[config.mk]
export PLATFORM = sky130hd
export DESIGN_NAME = mii_rx_deframer
export DESIGN_NICKNAME = d
export VERILOG_FILES = /design/src/rtl/mii_rx_deframer_pkg.sv /design/src/rtl/mii_rx_deframer_byte_delay.sv /design/src/rtl/mii_rx_deframer.sv
export SDC_FILE = /design/constraint.sdc
export NUM_CORES = 1
export LEC_CHECK = 0
export BUFFER_PORTS_ARGS = -buffer_cell sky130_fd_sc_hd__buf_2
export CAP_MARGIN = 10
export CORE_UTILIZATION = 40
export CTS_CLUSTER_SIZE = 20
export DETAILED_ROUTE_END_ITERATION = 10
export MAX_ROUTING_LAYER = met4
export PLACE_DENSITY = 0.7
export SLEW_MARGIN = 20
export SYNTH_ARGS = -nofsm -noshare
export SYNTH_HDL_FRONTEND = slang
export SYNTH_SLANG_ARGS = --single-unit
[constraint.sdc]
create_clock -name clk -period 14.27 [get_ports clk]
set_input_delay 2.854 -clock clk [delete_from_list [all_inputs] [get_ports clk]]
set_output_delay 2.854 -clock clk [all_outputs]
set_load 0.1 [all_outputs]
[src/rtl/mii_rx_deframer_pkg.sv]
`default_nettype none
//============================================================================
// mii_rx_deframer_pkg: shared types and constants for the MII/GMII deframer.
// Rev 1.0
//============================================================================
package mii_rx_deframer_pkg;

  typedef enum logic [2:0] {
    ST_IDLE  = 3'd0,
    ST_PRE   = 3'd1,
    ST_DATA  = 3'd2,
    ST_DROP  = 3'd3,
    ST_DRAIN = 3'd4
  } state_t;

  localparam logic [3:0]  PRE_NIB   = 4'h5;
  localparam logic [3:0]  SFD_NIB   = 4'hD;
  localparam logic [7:0]  PRE_BYTE  = 8'h55;
  localparam logic [7:0]  SFD_BYTE  = 8'hD5;
  localparam logic [47:0] BCAST_MAC = 48'hFFFF_FFFF_FFFF;

  localparam int ETH_MIN_LEN = 64;
  localparam int ETH_MAX_LEN = 1518;

  localparam int          LEN_W     = 11;
  localparam logic [10:0] LEN_SAT   = 11'h7FF;
  localparam logic [10:0] DA_BYTES  = 11'd6;
  localparam int          DLY_DEPTH = 6;
  localparam int          DLY_CNT_W = 3;
  localparam logic [2:0]  FCS_BYTES = 3'd4;

  // Wire-order byte of a MAC address: idx 0 is the first byte on the wire.
  function automatic logic [7:0] mac_byte(input logic [47:0] mac, input logic [2:0] idx);
    case (idx)
      3'd0:    return mac[47:40];
      3'd1:    return mac[39:32];
      3'd2:    return mac[31:24];
      3'd3:    return mac[23:16];
      3'd4:    return mac[15:8];
      default: return mac[7:0];
    endcase
  endfunction

endpackage
`default_nettype wire

[src/rtl/mii_rx_deframer_byte_delay.sv]
`default_nettype none
//============================================================================
// mii_rx_deframer_byte_delay: small byte shift register, newest at slot 0.
// Rev 1.0
//============================================================================
module mii_rx_deframer_byte_delay #(
  parameter int WIDTH = 8,
  parameter int DEPTH = 6,
  parameter int CNT_W = 3
) (
  input  logic             clk,
  input  logic             rst,
  input  logic             push_i,
  input  logic             pop_i,
  input  logic             flush_i,
  input  logic [WIDTH-1:0] din_i,
  output logic [WIDTH-1:0] head_o,
  output logic [CNT_W-1:0] count_o
);

  localparam logic [CNT_W-1:0] FULL = CNT_W'(DEPTH);
  localparam logic [CNT_W-1:0] ONE  = CNT_W'(1);

  logic [WIDTH-1:0] mem_q [DEPTH];
  logic [CNT_W-1:0] count_q;
  logic [CNT_W-1:0] count_d;

  always_comb begin
    count_d = count_q;
    if (flush_i) begin
      count_d = '0;
    end else if (push_i && !pop_i && (count_q != FULL)) begin
      count_d = count_q + ONE;
    end else if (!push_i && pop_i && (count_q != '0)) begin
      count_d = count_q - ONE;
    end
  end

  always_ff @(posedge clk or posedge rst) begin
    if (rst) begin
      count_q <= '0;
      for (int i = 0; i < DEPTH; i++) begin
        mem_q[i] <= '0;
      end
    end else begin
      count_q <= count_d;
      if (push_i && !flush_i) begin
        mem_q[0] <= din_i;
        for (int i = 1; i < DEPTH; i++) begin
          mem_q[i] <= mem_q[i-1];
        end
      end
    end
  end

  // Oldest entry sits at slot count-1.
  always_comb begin
    head_o = '0;
    for (int i = 0; i < DEPTH; i++) begin
      if (count_q == CNT_W'(i + 1)) begin
        head_o = mem_q[i];
      end
    end
  end

  assign count_o = count_q;

endmodule
`default_nettype wire

[src/rtl/mii_rx_deframer.sv]
`default_nettype none
//============================================================================
// mii_rx_deframer: MII/GMII receive deframer with destination filter.
// Rev 1.0
//============================================================================
module mii_rx_deframer
  import mii_rx_deframer_pkg::*;
#(
  parameter int          DW        = 4,
  parameter logic [47:0] MAC_ADDR  = 48'h54ff01212324,
  parameter int          PROMISC   = 0,
  parameter int          STRIP_FCS = 0,
  parameter int          MIN_LEN   = ETH_MIN_LEN,
  parameter int          MAX_LEN   = ETH_MAX_LEN,
  parameter int          CNT_W     = 16
) (
  input  logic             clk,
  input  logic             SW0,
  input  logic             rx_ce,
  input  logic             rx_en,
  input  logic             rx_er,
  input  logic [DW-1:0]    rx_d,
  output logic [7:0]       out_data,
  output logic             out_valid,
  output logic             out_sof,
  output logic             out_eof,
  output logic             out_err,
  output logic [10:0]      out_len,
  output logic [CNT_W-1:0] frame_cnt,
  output logic [CNT_W-1:0] drop_cnt
);

  localparam logic [10:0]      MIN_L   = 11'(MIN_LEN);
  localparam logic [10:0]      MAX_L   = 11'(MAX_LEN);
  localparam logic [CNT_W-1:0] CNT_ONE = CNT_W'(1);

  state_t state_q, state_d;
  logic [10:0]      len_q, len_d;
  logic             err_q, err_d;
  logic             ucast_q, ucast_d;
  logic             bcast_q, bcast_d;
  logic             mcast_q, mcast_d;
  logic             sof_pend_q, sof_pend_d;
  logic [2:0]       drain_left_q, drain_left_d;
  logic             fin_err_q, fin_err_d;
  logic [CNT_W-1:0] frame_cnt_q, frame_cnt_d;
  logic [CNT_W-1:0] drop_cnt_q, drop_cnt_d;
  logic [7:0]       data_q, data_d;
  logic             valid_q, valid_d;
  logic             sof_q, sof_d;
  logic             eof_q, eof_d;
  logic             oerr_q, oerr_d;
  logic [10:0]      olen_q, olen_d;

  logic       byte_last;
  logic [7:0] rx_byte;
  logic       odd_nib;
  logic       is_pre;
  logic       is_sfd;
  logic       dl_push, dl_pop, dl_flush;
  logic [7:0] dl_head;
  logic [2:0] dl_count;
  logic [10:0] len_inc;
  logic       match_u, match_b, accept;

  generate
    if (DW == 4) begin : g_mii
      logic [3:0] lo_q;
      logic       phase_q;
      // Low nibble arrives first; phase_q=1 means the next nibble completes a byte.
      always_ff @(posedge clk or posedge SW0) begin
        if (SW0) begin
          lo_q    <= '0;
          phase_q <= 1'b0;
        end else if (state_q != ST_DATA) begin
          phase_q <= 1'b0;
        end else if (rx_ce && rx_en) begin
          if (!phase_q) begin
            lo_q <= rx_d[3:0];
          end
          phase_q <= ~phase_q;
        end
      end
      assign byte_last = phase_q;
      assign rx_byte   = {rx_d[3:0], lo_q};
      assign odd_nib   = phase_q;
      assign is_pre    = (rx_d[3:0] == PRE_NIB);
      assign is_sfd    = (rx_d[3:0] == SFD_NIB);
    end else begin : g_gmii
      assign byte_last = 1'b1;
      assign rx_byte   = rx_d[7:0];
      assign odd_nib   = 1'b0;
      assign is_pre    = (rx_d[7:0] == PRE_BYTE);
      assign is_sfd    = (rx_d[7:0] == SFD_BYTE);
    end
  endgenerate

  assign len_inc = (len_q == LEN_SAT) ? len_q : len_q + 11'd1;
  assign match_u = ucast_q & (rx_byte == mac_byte(MAC_ADDR, len_q[2:0]));
  assign match_b = bcast_q & (rx_byte == mac_byte(BCAST_MAC, len_q[2:0]));
  assign accept  = match_u | match_b | mcast_q | (PROMISC != 0);

  mii_rx_deframer_byte_delay #(
    .WIDTH (8),
    .DEPTH (DLY_DEPTH),
    .CNT_W (DLY_CNT_W)
  ) u_delay (
    .clk     (clk),
    .rst     (SW0),
    .push_i  (dl_push),
    .pop_i   (dl_pop),
    .flush_i (dl_flush),
    .din_i   (rx_byte),
    .head_o  (dl_head),
    .count_o (dl_count)
  );

  always_ff @(posedge clk or posedge SW0) begin
    if (SW0) begin
      state_q      <= ST_IDLE;
      len_q        <= '0;
      err_q        <= 1'b0;
      ucast_q      <= 1'b0;
      bcast_q      <= 1'b0;
      mcast_q      <= 1'b0;
      sof_pend_q   <= 1'b0;
      drain_left_q <= '0;
      fin_err_q    <= 1'b0;
      frame_cnt_q  <= '0;
      drop_cnt_q   <= '0;
      data_q       <= '0;
      valid_q      <= 1'b0;
      sof_q        <= 1'b0;
      eof_q        <= 1'b0;
      oerr_q       <= 1'b0;
      olen_q       <= '0;
    end else begin
      state_q      <= state_d;
      len_q        <= len_d;
      err_q        <= err_d;
      ucast_q      <= ucast_d;
      bcast_q      <= bcast_d;
      mcast_q      <= mcast_d;
      sof_pend_q   <= sof_pend_d;
      drain_left_q <= drain_left_d;
      fin_err_q    <= fin_err_d;
      frame_cnt_q  <= frame_cnt_d;
      drop_cnt_q   <= drop_cnt_d;
      data_q       <= data_d;
      valid_q      <= valid_d;
      sof_q        <= sof_d;
      eof_q        <= eof_d;
      oerr_q       <= oerr_d;
      olen_q       <= olen_d;
    end
  end

  always_comb begin
    state_d      = state_q;
    len_d        = len_q;
    err_d        = err_q;
    ucast_d      = ucast_q;
    bcast_d      = bcast_q;
    mcast_d      = mcast_q;
    sof_pend_d   = sof_pend_q;
    drain_left_d = drain_left_q;
    fin_err_d    = fin_err_q;
    frame_cnt_d  = frame_cnt_q;
    drop_cnt_d   = drop_cnt_q;
    data_d       = data_q;
    valid_d      = 1'b0;
    sof_d        = 1'b0;
    eof_d        = 1'b0;
    oerr_d       = 1'b0;
    olen_d       = '0;
    dl_push      = 1'b0;
    dl_pop       = 1'b0;
    dl_flush     = 1'b0;

    case (state_q)
      ST_IDLE: begin
        if (rx_ce && rx_en && is_pre) begin
          state_d = ST_PRE;
        end
      end

      ST_PRE: begin
        if (rx_ce) begin
          if (!rx_en) begin
            state_d = ST_IDLE;
          end else if (is_sfd) begin
            state_d    = ST_DATA;
            len_d      = '0;
            err_d      = 1'b0;
            ucast_d    = 1'b1;
            bcast_d    = 1'b1;
            mcast_d    = 1'b0;
            sof_pend_d = 1'b1;
            dl_flush   = 1'b1;
          end else if (!is_pre) begin
            state_d = ST_IDLE;
          end
        end
      end

      ST_DATA: begin
        if (rx_ce) begin
          if (rx_er) begin
            err_d = 1'b1;
          end
          if (!rx_en) begin
            if (len_q < DA_BYTES) begin
              drop_cnt_d = drop_cnt_q + CNT_ONE;
              dl_flush   = 1'b1;
              state_d    = ST_IDLE;
            end else begin
              state_d   = ST_DRAIN;
              fin_err_d = err_q | rx_er | (len_q < MIN_L) | (len_q > MAX_L) | odd_nib;
              if (STRIP_FCS != 0) begin
                drain_left_d = (dl_count > FCS_BYTES) ? dl_count - FCS_BYTES : 3'd0;
              end else begin
                drain_left_d = dl_count;
              end
            end
          end else if (byte_last) begin
            len_d   = len_inc;
            dl_push = 1'b1;
            if (len_q < DA_BYTES) begin
              ucast_d = match_u;
              bcast_d = match_b;
              if (len_q == 11'd0) begin
                mcast_d = rx_byte[0];
              end
              if ((len_q == DA_BYTES - 11'd1) && !accept) begin
                state_d  = ST_DROP;
                dl_flush = 1'b1;
              end
            end else begin
              // Line is full: the new byte pushes the oldest one out.
              dl_pop     = 1'b1;
              valid_d    = 1'b1;
              data_d     = dl_head;
              sof_d      = sof_pend_q;
              sof_pend_d = 1'b0;
            end
          end
        end
      end

      ST_DROP: begin
        if (rx_ce && !rx_en) begin
          drop_cnt_d = drop_cnt_q + CNT_ONE;
          state_d    = ST_IDLE;
        end
      end

      ST_DRAIN: begin
        if (drain_left_q == 3'd0) begin
          dl_flush = 1'b1;
          state_d  = ST_IDLE;
        end else begin
          dl_pop       = 1'b1;
          valid_d      = 1'b1;
          data_d       = dl_head;
          sof_d        = sof_pend_q;
          sof_pend_d   = 1'b0;
          drain_left_d = drain_left_q - 3'd1;
          if (drain_left_q == 3'd1) begin
            eof_d    = 1'b1;
            oerr_d   = fin_err_q;
            olen_d   = len_q;
            dl_flush = 1'b1;
            state_d  = ST_IDLE;
            if (!fin_err_q) begin
              frame_cnt_d = frame_cnt_q + CNT_ONE;
            end
          end
        end
      end

      default: begin
        state_d = ST_IDLE;
      end
    endcase
  end

  assign out_data  = data_q;
  assign out_valid = valid_q;
  assign out_sof   = sof_q;
  assign out_eof   = eof_q;
  assign out_err   = oerr_q;
  assign out_len   = olen_q;
  assign frame_cnt = frame_cnt_q;
  assign drop_cnt  = drop_cnt_q;

endmodule
`default_nettype wire

==> summary.md, run 1 <==
| Metric | Value |
|---|---|
| Status | complete, no violations |
| Final WS setup | 9.335 ns |
| Ratio of cells with drive above 1 in the final layout | between 20% and 30% |
| First-pass GRT wire length | roughly 24 mm |
| Max_slew headroom | between 30% and 40% |
| Die span in x | between 100 and 150 um |
| H-tree depth | 4 |
| Delay-heaviest family, CP | buffers and inverters |
| Power per cell area | 119.1 mW/mm^2 |
| Most used DFF post-synth | dfrtp_1 |
| Total track usage | about 18% |
| CP startpoint kind | input pin |
| ANT cells | 0 |
| DR pass1 iterations | 5 |
| Count of flip-flops with a built-in enable after synthesis | 0 |
| Fin Hold WS | between 0.4 and 0.5 ns |
| Largest net degree at the start of global routing | 79 |
| Row cnt | 46 |
| Worst VDD drop | 0.07965 mV |
| Sequential-to-total area share from yosys stat | 49.97% |
| Endpoint of the worst-slack reg-to-reg timing path | u_delay.mem_q[3] |
| Mapped Nets | 674 |
| Max Clock Skew | 0.006960 ns |
| Maximum clock rate | 0.2026 GHz |
| Post-DP HPWL | 9.363 mm |
| P&R area growth vs syn | 15.63% |
| Largest stage delay, worst path | ~0.61 ns |
| Post-Syn Instances | 650 |
| Critical path class | input pin to flip-flop |
| Initial core utilization | a little over two fifths |
| Buf/Inv on CP | 2 |
| Leak | around 3.7 nW |
| Commonest non-fill, non-tap cell in the layout | dfrtp_1 |
| Setup TNS | 0 ns |
| Worst Hold Class | flip-flop to flip-flop |
| Number of global-route vias before repair | 4,797 |
| Yosys reg bits | approximately 130 |
| Unrepaired setup endpoints after global routing | no |
| Routed Antenna Nets | 0 |
| GRT overflow | 0 |
| Final Max Tran Viols | 0 |
| Clock latency on the worst-skew pair | 0.42 ns |
| DR DRC count | 0 |
| Hold buffers post-CTS | 0 |
| Worst-path clk slew | 0.06 ns |
| Synth area leader | dfrtp_1 |
| Clock Path Buffers | 2 |
| CP arrival | about 5.2 ns |
| Syn_area_per_cell | 10.32 sq um |
| Vias per cell | 5.333 |
| CTS buffer count | 17 |
| # port buffers | 63 |
| CP max-delay cell | buf_4 |
| Clock tree from TritonCTS | done |
| Yosys warning count | 0 |
| Fin crit period | 4.935 ns |
| Via count | ~5,000 |
| Post-synthesis async set-or-reset flop share | 100.0% |
| Die H | 131.5 um |
| Nets | 725 |
| Actual slew at the worst max-slew pin | about 1.0 ns |
| Clk sinks | 134 |
| Area contributors post-synth | dfrtp_1 (50%), mux2_2 (5.7%), o21ai_0 (4.5%) |
| Initial DRC Count | 446 |
| # Post-CTS Setup Buffers | 0 |
| Setup slack, reg-to-reg | between 10 and 15 ns |
| CORE AREA | 0.01612 sq mm |
| Final WL | 14.15 mm |
| CTS resizes | 0 |
| Most frequent cells in the layout | dfrtp_1 (134), nand2_1 (68), buf_2 (63), o21ai_0 (61), nor2_1 (38) |
| Hold EP | frame_cnt[15] |
| R2R Path Start | len_q[1] |
| Worst min-delay path startpoint | frame_cnt[15] |
| Dpl ws | a little under 9 ns |
| Root buffer cell | clkbuf_16 |
| Hold path depth | 1 |
| Final Hold Viols | 0 |
| Final period util | 34.58% |
| Initial antenna violation count | 0 |
| IO Count | 64 |
| Worst-path cell chain | buf_2 -> or4_1 -> o21ai_0 -> o2111a_1 -> o211ai_1 -> a31oi_4 -> buf_4 -> mux2_2 |
| Die area | 0.01730 sq mm |
| Crit path required time | 14.58 ns |
| GP Congestion | 0.8423 |
| MaxCap Viol Count | 0 |
| Final Setup Violations | 0 |
| CP max FO | 48 |
| Cell variety after synth | 57 |
| Post-Syn Area | 0.006710 sq mm |
| Pwr Total | slightly above 0.9 mW |
| Post-synth top area share | 49.97% |
| Routed len/inst | 15.22 um |
| Crit. End Element | flip-flop |
| FF-to-FF path depth | 9 |
## cells in the mapped netlist, types with 3 or more instances
cell type,instances
and2_1,11
o221ai_1,3
inv_1,24
nor3_1,12
nand2_1,68
a222oi_1,7
nand3_1,17
buf_1,3
o41ai_1,3
or3_1,4
ha_1,15
mux2_2,34
and3_1,9
nor2b_1,7
a31oi_1,7
xor2_1,9
or4_1,3
nand2b_1,8
a21oi_1,35
nand4_1,12
o21ai_0,61
dfrtp_1,134
xnor2_1,25
or3b_2,4
a211o_1,3
nor4_1,8
nor2_1,38
clkbuf_1,24
mux2_4,20
buf_2,4
## how the worst max path moves through the flow
stage | slack, ns | end | start | cells after the start
after detailed placement | 8.89 | u_delay.mem_q[3] | rx_d[0] | 8
after floorplan | 7.83 | bcast_q | SW0 | 1
after global placement | 8.91 | u_delay.mem_q[5] | rx_d[0] | 8
after CTS | 9.34 | u_delay.mem_q[3] | rx_d[0] | 8
final | 9.33 | u_delay.mem_q[3] | rx_d[0] | 8
after global routing | 9.22 | u_delay.mem_q[3] | rx_d[0] | 8
## per-layer routing
layer / up-vias / GRT usage (%) / part of all wire (%)
met3: 18 / 3.511 / 3.9
met1: 2403 / 24.10 / 49
li1: 2424 / - / -
met4: 0 / 7.300 / 1.5
met2: 115 / 25.98 / 46
met5: - / - / 0
## logic make-up (layout without fill, tap and decap cells)
logic type               Yosys count  after routing  share of synthesized area (%)
buffers and inverters             58            122                          3.599
adder cells (fa/ha/maj)           15             15                          2.797
multiplexers                      56             56                          10.48
AO/OA/AOI/OAI                    142            142                          12.96
AND/OR/NAND/NOR                  211            211                          15.76
XOR/XNOR                          34             34                          4.438
flip-flops                       134            134                          49.97
## metrics by stage
step                utilization, %  instances  cell area [sq um]
floorplan                        -        650               6710
global placement             44.60        898               7187
detailed placement           44.60        898               7187
CTS                          48.14        930               7759
global route                 48.14        930               7759
finish                       48.14        930               7759
## report_power, final
part           internal (mW)  leakage (nW)  switching, mW
sequential             0.392          1.83         0.0162
clock                  0.243         0.274          0.175
combinational         0.0313          1.56         0.0669
total                  0.667          3.66          0.258
## registers in the layout, summed over array words and instances, names as in the netlist, 3 cells and up
signal / cells
drain_left_q: 3
out_len: 11
drop_cnt: 16
g_mii.lo_q: 4
len_q: 11
out_data: 8
u_delay.mem_q: 48
state_q: 3
u_delay.count_o: 3
frame_cnt: 16
## final cells by class
cell class | instances | area, sq um
fillers | 1500 | 8357
flip-flops and latches | 134 | 3353
multi-input cells | 458 | 3131
clock buffers | 17 | 425.4
repair buffers | 66 | 337.8
well taps | 216 | 270.3
clock inverters | 15 | 146.4
inverters | 24 | 95.09
No activity file was read; power rests on OpenSTA's default activity.
==> run 2, diff against run 1 <==
==> constraint.sdc (replaced) <==
create_clock -name clk -period 4.9 [get_ports clk]
set_input_delay 0.98 -clock clk [delete_from_list [all_inputs] [get_ports clk]]
set_output_delay 0.98 -clock clk [all_outputs]
set_load 0.1 [all_outputs]
==> summary.md, run 2 (same netlist as run 1, synthesis figures left out) <==
| Metric | Value |
|---|---|
| FF-to-FF path depth | 9 (unchanged) |
| P&R area growth vs syn | 15.85% |
| Ratio of cells with drive above 1 in the final layout | 22.41% (unchanged) |
| Initial antenna violation count | 0 (unchanged) |
| First-pass GRT wire length | 23.89 mm (-1.4%) |
| Final Max Tran Viols | 0 (unchanged) |
| Final period util | 69.63% |
| Final WL | 14.34 mm (+1.3%) |
| Critical path class | flip-flop to flip-flop |
| Final WS setup | 1.488 ns (-7.847 ns) |
| Via count | 4,943 (-0.34%) |
| CP startpoint kind | flip-flop |
| H-tree depth | 4 (unchanged) |
| Design area | 0.007774 sq mm (+0.19%) |
| Final Non-Filler Cells | 930 (unchanged) |
| Fin Hold WS | 0.4676 ns (-0.0005700 ns) |
| Max Clock Skew | 0.006774 ns (-0.0001865 ns) |
| Number of global-route vias before repair | 4,728 (-1.4%) |
| Switching part of the total power | 27.61% (-0.27 points) |
| Commonest non-fill, non-tap cell in the layout | dfrtp_1 |
| Largest net degree at the start of global routing | 114 (+44%) |
| Logic pwr share | 10.6% (about the same) |
| Clk sinks | 134 (unchanged) |
| Max reg flops | 48 (unchanged) |
| Largest Register | u_delay.mem_q |
| Worst Hold Class | flip-flop to flip-flop |
| Fillcell total | 1,534 (+2.3%) |
| CP max FO | 48 (unchanged) |
| Setup TNS | 0 ns (unchanged) |
| Root buffer cell | clkbuf_16 |
| DR pass1 iterations | 6 (+1) |
| CTS resizes | 0 (unchanged) |
| Internal Power | 1.957 mW (+190%) |
| Die area | 0.01730 sq mm (unchanged) |
| Power per cell area | 347.7 mW/mm^2 (+190%) |
| Sequential Power Share | 44.0% (-0.2 points) |
| Routed len/inst | 15.42 um (+1.3%) |
| Row cnt | 46 (unchanged) |
| # Post-CTS Setup Buffers | 0 (unchanged) |
| Initial DRC Count | 470 (+5.4%) |
| Die H | 131.5 um (unchanged) |
| Crit. End Element | flip-flop |
| ANT cells | 0 (unchanged) |
| Switching power | 0.7463 mW (+190%) |
| Fin crit period | 3.412 ns |
| Clock tree from TritonCTS | done |
| CORE AREA | 0.01612 sq mm (unchanged) |
| Most frequent cells in the layout | dfrtp_1 (134), nand2_1 (68), buf_2 (63), o21ai_0 (61), nor2_1 (38) |
| Cells after DPL | 898 (unchanged) |
| Maximum clock rate | 0.2931 GHz |
| Total track usage | 17.69% (-0.11 points) |
| Routed Antenna Nets | 0 (unchanged) |
| Crit path required time | 5.20 ns (-9.38 ns) |
| Final Hold Viols | 0 (unchanged) |
| Unrepaired setup endpoints after global routing | no |
| CP arrival | 3.71 ns (-1.53 ns) |
| Clock Path Buffers | 2 (unchanged) |
| Hold path depth | 1 (unchanged) |
| Worst-path clk slew | 0.06 ns (about the same) |
| Dpl ws | 1.385 ns (-7.508 ns) |
| DR DRC count | 0 (unchanged) |
| CTS buffer count | 17 (unchanged) |
| GRT overflow | 0 (unchanged) |
| Nets | 725 (unchanged) |
| # port buffers | 63 (unchanged) |
| Hold buffers post-CTS | 0 (unchanged) |
| Vias per cell | 5.315 (-0.34%) |
| Worst VDD drop | 0.3036 mV (+280%) |
| Clock latency on the worst-skew pair | 0.42 ns (about the same) |
| Pwr Total | 2.703 mW (+190%) |
| MaxCap Viol Count | 0 (unchanged) |
| Status | complete, no violations |
| Die span in x | 131.5 um (unchanged) |
| Post-DP HPWL | 9.483 mm (+1.3%) |
| Actual slew at the worst max-slew pin | 0.9445 ns (-0.06479 ns) |
| Initial core utilization | 41.64% (unchanged) |
| Util after Layout | 48.24% (+0.093 points) |
| Placed cell areas | 0.007187 sq mm (unchanged) |
| Leak | 3.673 nW (+0.29%) |
| GP Congestion | 0.9112 (+8.2%) |
| Final Setup Violations | 0 (unchanged) |
| IO Count | 64 (unchanged) |
| Clock network fraction of total power | 45.4% (+0.2 points) |
| Max_slew headroom | 36.45% (+3.7 points) |
[run 2: changes by cell type in the layout (fill, tap and decap cells not counted), sizes merged]
cell      previous run  this run
clkinv               6         9
clkinvlp             3         1
clkbuf              17        18
inv                 29        27
[run 2: worst max-delay path, cell delays in order, from the launching register on]
cell      delay [ns]
dfrtp_1         0.55
inv_1           0.17
ha_1            0.28
or3_1           0.44
a211o_1         0.28
a21oi_1         0.17
o211ai_1        0.19
a31oi_4         0.15
buf_4           0.60
mux2_2          0.42
[run 2: final timing paths]
kind,start,to,slack [ns]
min in group asynchronous,SW0,sof_pend_q,0.70
worst min register to register,frame_cnt[15],frame_cnt[15],0.47
worst min-delay path,frame_cnt[15],frame_cnt[15],0.47
worst max register to register,len_q[1],u_delay.mem_q[14],1.49
worst max-delay path,len_q[1],u_delay.mem_q[14],1.49
max in group asynchronous,SW0,out_len[3],3.35
[run 2: area by class of cell]
type / instances / area, sq um / area share (%)
Clock inverter: 14 / 145.1 / 1.867
Multi-Input combinational cell: 458 / 3131 / 40.27
Sequential cell: 134 / 3353 / 43.14
Timing Repair Buffer: 66 / 337.8 / 4.346
Clock buffer: 18 / 439.2 / 5.649
Inverter: 24 / 97.59 / 1.255
Tap cell: 216 / 270.3 / 3.477
[run 2: power by group through the flow]
stage / combinational, mW / clock, mW / sequential (mW)
6_report: 0.286 / 1.23 / 1.19
5_1_grt: 0.315 / 1.30 / 1.20
4_1_cts: 0.287 / 1.26 / 1.19
3_5_place_dp: 0.285 / 0 / 1.21
3_3_place_gp: 0.282 / 0 / 1.21
2_1_floorplan: 0.203 / 0 / 1.22
[run 2: layer usage]
layer | vias up | part of all wire [%] | global-route usage [%]
met4 | 0 | 1.4 | 6.589
met3 | 16 | 4.3 | 3.318
met2 | 115 | 46 | 25.75
li1 | 2419 | - | -
met5 | - | 0 | -
met1 | 2393 | 48 | 24.39
==> run 3, diff against run 2 <==
--- a/config.mk
+++ b/config.mk
@@ -11,7 +11,7 @@
 export CTS_CLUSTER_SIZE = 20
 export DETAILED_ROUTE_END_ITERATION = 10
 export MAX_ROUTING_LAYER = met4
-export PLACE_DENSITY = 0.7
+export PLACE_DENSITY = 0.72
 export SLEW_MARGIN = 20
 export SYNTH_ARGS = -nofsm -noshare
 export SYNTH_HDL_FRONTEND = slang
==> constraint.sdc (replaced) <==
create_clock -name clk -period 2.73 [get_ports clk]
set_input_delay 0.546 -clock clk [delete_from_list [all_inputs] [get_ports clk]]
set_output_delay 0.546 -clock clk [all_outputs]
set_load 0.1 [all_outputs]
==> summary.md, run 3 (same netlist as run 1, synthesis figures left out) <==
| Metric | Value |
|---|---|
| Total track usage | 18.73% (+1.0 points) |
| Clock latency on the worst-skew pair | 0.42 ns (about the same) |
| Max Clock Skew | 0.009250 ns (+0.002476 ns) |
| Largest Register | u_delay.mem_q |
| Final Setup Violations | 0 (unchanged) |
| Routed len/inst | 15.18 um (-1.5%) |
| Final Hold Viols | 0 (unchanged) |
| H-tree depth | 4 (unchanged) |
| # port buffers | 63 (unchanged) |
| Clk sinks | 134 (unchanged) |
| GRT overflow | 0 (unchanged) |
| Worst-path clk slew | 0.06 ns (about the same) |
| CTS buffer count | 17 (unchanged) |
| Critical path class | flip-flop to flip-flop |
| CORE AREA | 0.01612 sq mm (unchanged) |
| Crit. End Element | flip-flop |
| Buf/Inv on CP | 3 (+1) |
| MaxCap Viol Count | 0 (unchanged) |
| Final Max Tran Viols | 0 (unchanged) |
| Row cnt | 46 (unchanged) |
| WL met2 | 7.044 mm (+5.7%) |
| Initial core utilization | 41.64% (unchanged) |
| GP Congestion | 0.8353 (-8.3%) |
| Final WL | 14.85 mm (+3.6%) |
| Largest stage delay, worst path | 0.39 ns (-0.21 ns) |
| Final period util | 97.92% (+28 points) |
| Placed cell areas | 0.007562 sq mm (+5.2%) |
| First-pass GRT wire length | 25.61 mm (+7.2%) |
| DR DRC count | 0 (unchanged) |
| IO Count | 64 (unchanged) |
| Most frequent cells in the layout | dfrtp_1 (134), nand2_1 (68), buf_2 (63), o21ai_0 (60), buf_4 (41) |
| Maximum clock rate | 0.3741 GHz (+28%) |
| Setup slack, reg-to-reg | 0.06 ns (-1.43 ns) |
| ANT cells | 0 (unchanged) |
| Design area | 0.008284 sq mm (+6.6%) |
| DR pass1 iterations | 5 (-1) |
| Initial DRC Count | 507 (+7.9%) |
| Actual slew at the worst max-slew pin | 0.7186 ns (-0.2258 ns) |
| Clock Path Buffers | 2 (unchanged) |
| Post-DP HPWL | 10.36 mm (+9.2%) |
| Largest net degree at the start of global routing | 54 (-53%) |
| CP max-delay cell | dfrtp_1 |
| Delay-heaviest family, CP | compound AO/OA/AOI/OAI gates |
| Max_slew headroom | 52.09% (+16 points) |
| Clock tree from TritonCTS | done |
| Number of global-route vias before repair | 5,060 (+7.0%) |
| Root buffer cell | clkbuf_16 |
| Crit path required time | 3.03 ns (-2.17 ns) |
| Fin crit period | 2.673 ns (-0.7388 ns) |
| Vias per cell | 5.375 (+1.1%) |
| Power per cell area | 610.9 mW/mm^2 (+76%) |
| Leak | 3.948 nW (+7.5%) |
| Die span in x | 131.5 um (unchanged) |
| Worst VDD drop | 0.4263 mV (+40%) |
| M1 WL | 6.990 mm (+1.9%) |
| Worst Hold Class | input pin to async pin |
| Ratio of cells with drive above 1 in the final layout | 27.82% (+5.4 points) |
| Die H | 131.5 um (unchanged) |
| Fillcell total | 1,465 (-4.5%) |
| Cells after DPL | 941 (+4.8%) |
| CP arrival | 2.97 ns (-0.74 ns) |
| Final Non-Filler Cells | 978 (+5.2%) |
| P&R area growth vs syn | 23.46% |
| Routed length on met3 | 601 um (-2.1%) |
| Max reg flops | 48 (unchanged) |
| Routed Antenna Nets | 0 (unchanged) |
| CP startpoint kind | flip-flop |
| Die area | 0.01730 sq mm (unchanged) |
| Top layer in use | met4 |
| Worst-path cell chain | buf_4 -> ha_1 -> or3_4 -> a211o_1 -> a21oi_2 -> o211ai_1 -> a31oi_4 -> buf_12 -> clkbuf_16 -> mux2_4 |
| CP max FO | 10 (-79%) |
| Nets | 773 (+6.6%) |
| Commonest non-fill, non-tap cell in the layout | dfrtp_1 |
| Via count | 5,257 (+6.4%) |
| Initial antenna violation count | 0 (unchanged) |
| Status | complete, no violations |
run 3: cell count changes in the layout (fill, tap and decap cells not counted), moves of 2 or more:
cell / before / now
clkbuf_8: 1 / 3
clkinvlp_4: 1 / 5
bufinv_16: 1 / 3
buf_4: 3 / 41
buf_12: 0 / 5
clkinv_4: 9 / 1
clkinv_2: 0 / 2
buf_6: 0 / 3
inv_8: 2 / 0
run 3: final timing paths:
check                           depth (start not counted)          start          endpoint
worst max-delay path                                   10       len_q[1]  u_delay.mem_q[7]
worst min-delay path                                    2            SW0        sof_pend_q
worst max register to register                         10       len_q[1]  u_delay.mem_q[7]
worst min register to register                          1  frame_cnt[15]     frame_cnt[15]
max in group asynchronous                               3            SW0  u_delay.mem_q[4]
min in group clk                                        1  frame_cnt[15]     frame_cnt[15]
run 3: final cells by class:
| cell class | count | area (sq um) | share of cell area, % |
|---|---|---|---|
| flip-flops and latches | 134 | 3353 | 40.48 |
| multi-input cells | 458 | 3152 | 38.05 |
| repair buffers | 114 | 797.0 | 9.621 |
| clock inverters | 11 | 147.6 | 1.782 |
| well taps | 216 | 270.3 | 3.262 |
| inverters | 24 | 93.84 | 1.133 |
| clock buffers | 21 | 470.5 | 5.679 |
run 3: report_power, final:
group,internal [mW],switching (mW)
sequential,2.05,0.0635
combinational,0.204,0.386
clock,1.51,0.847
total,3.76,1.30
run 3: stage by stage:
| step | TNS, ns | hold WS [ns] | power [mW] | setup slack, ns | utilization, % |
|---|---|---|---|---|---|
| after global placement | -0.3785 | 0.4586 | 2.721 | -0.02069 | 46.93 |
| after floorplan | 0 | 0.4500 | 2.551 | 0.001998 | - |
| after detailed placement | -0.5910 | 0.4638 | 2.731 | -0.03491 | 46.93 |
| after CTS | -0.02781 | 0.1811 | 5.117 | -0.007653 | 50.76 |
| after global routing | -0.1948 | 0.2045 | 5.294 | -0.01921 | 51.41 |
| final | 0 | 0.1799 | 5.061 | 0.05686 | 51.41 |
run 3: per-layer routing:
layer  GRT usage [%]  vias up
met5               -        -
met4           7.171        0
met2           27.78      132
li1                -     2517
met3           3.511       20
met1           25.35     2588
run 3: repair_timing:
action / CTS / global route
pin swaps: 1 / 3
endpoints found under the hold margin: 0 / 0
endpoints found under the setup margin: 22 / 51
gates resized for setup: 0 / 13
gates cloned: 0 / 2
hold buffers: 0 / 0
setup buffers: 0 / 3
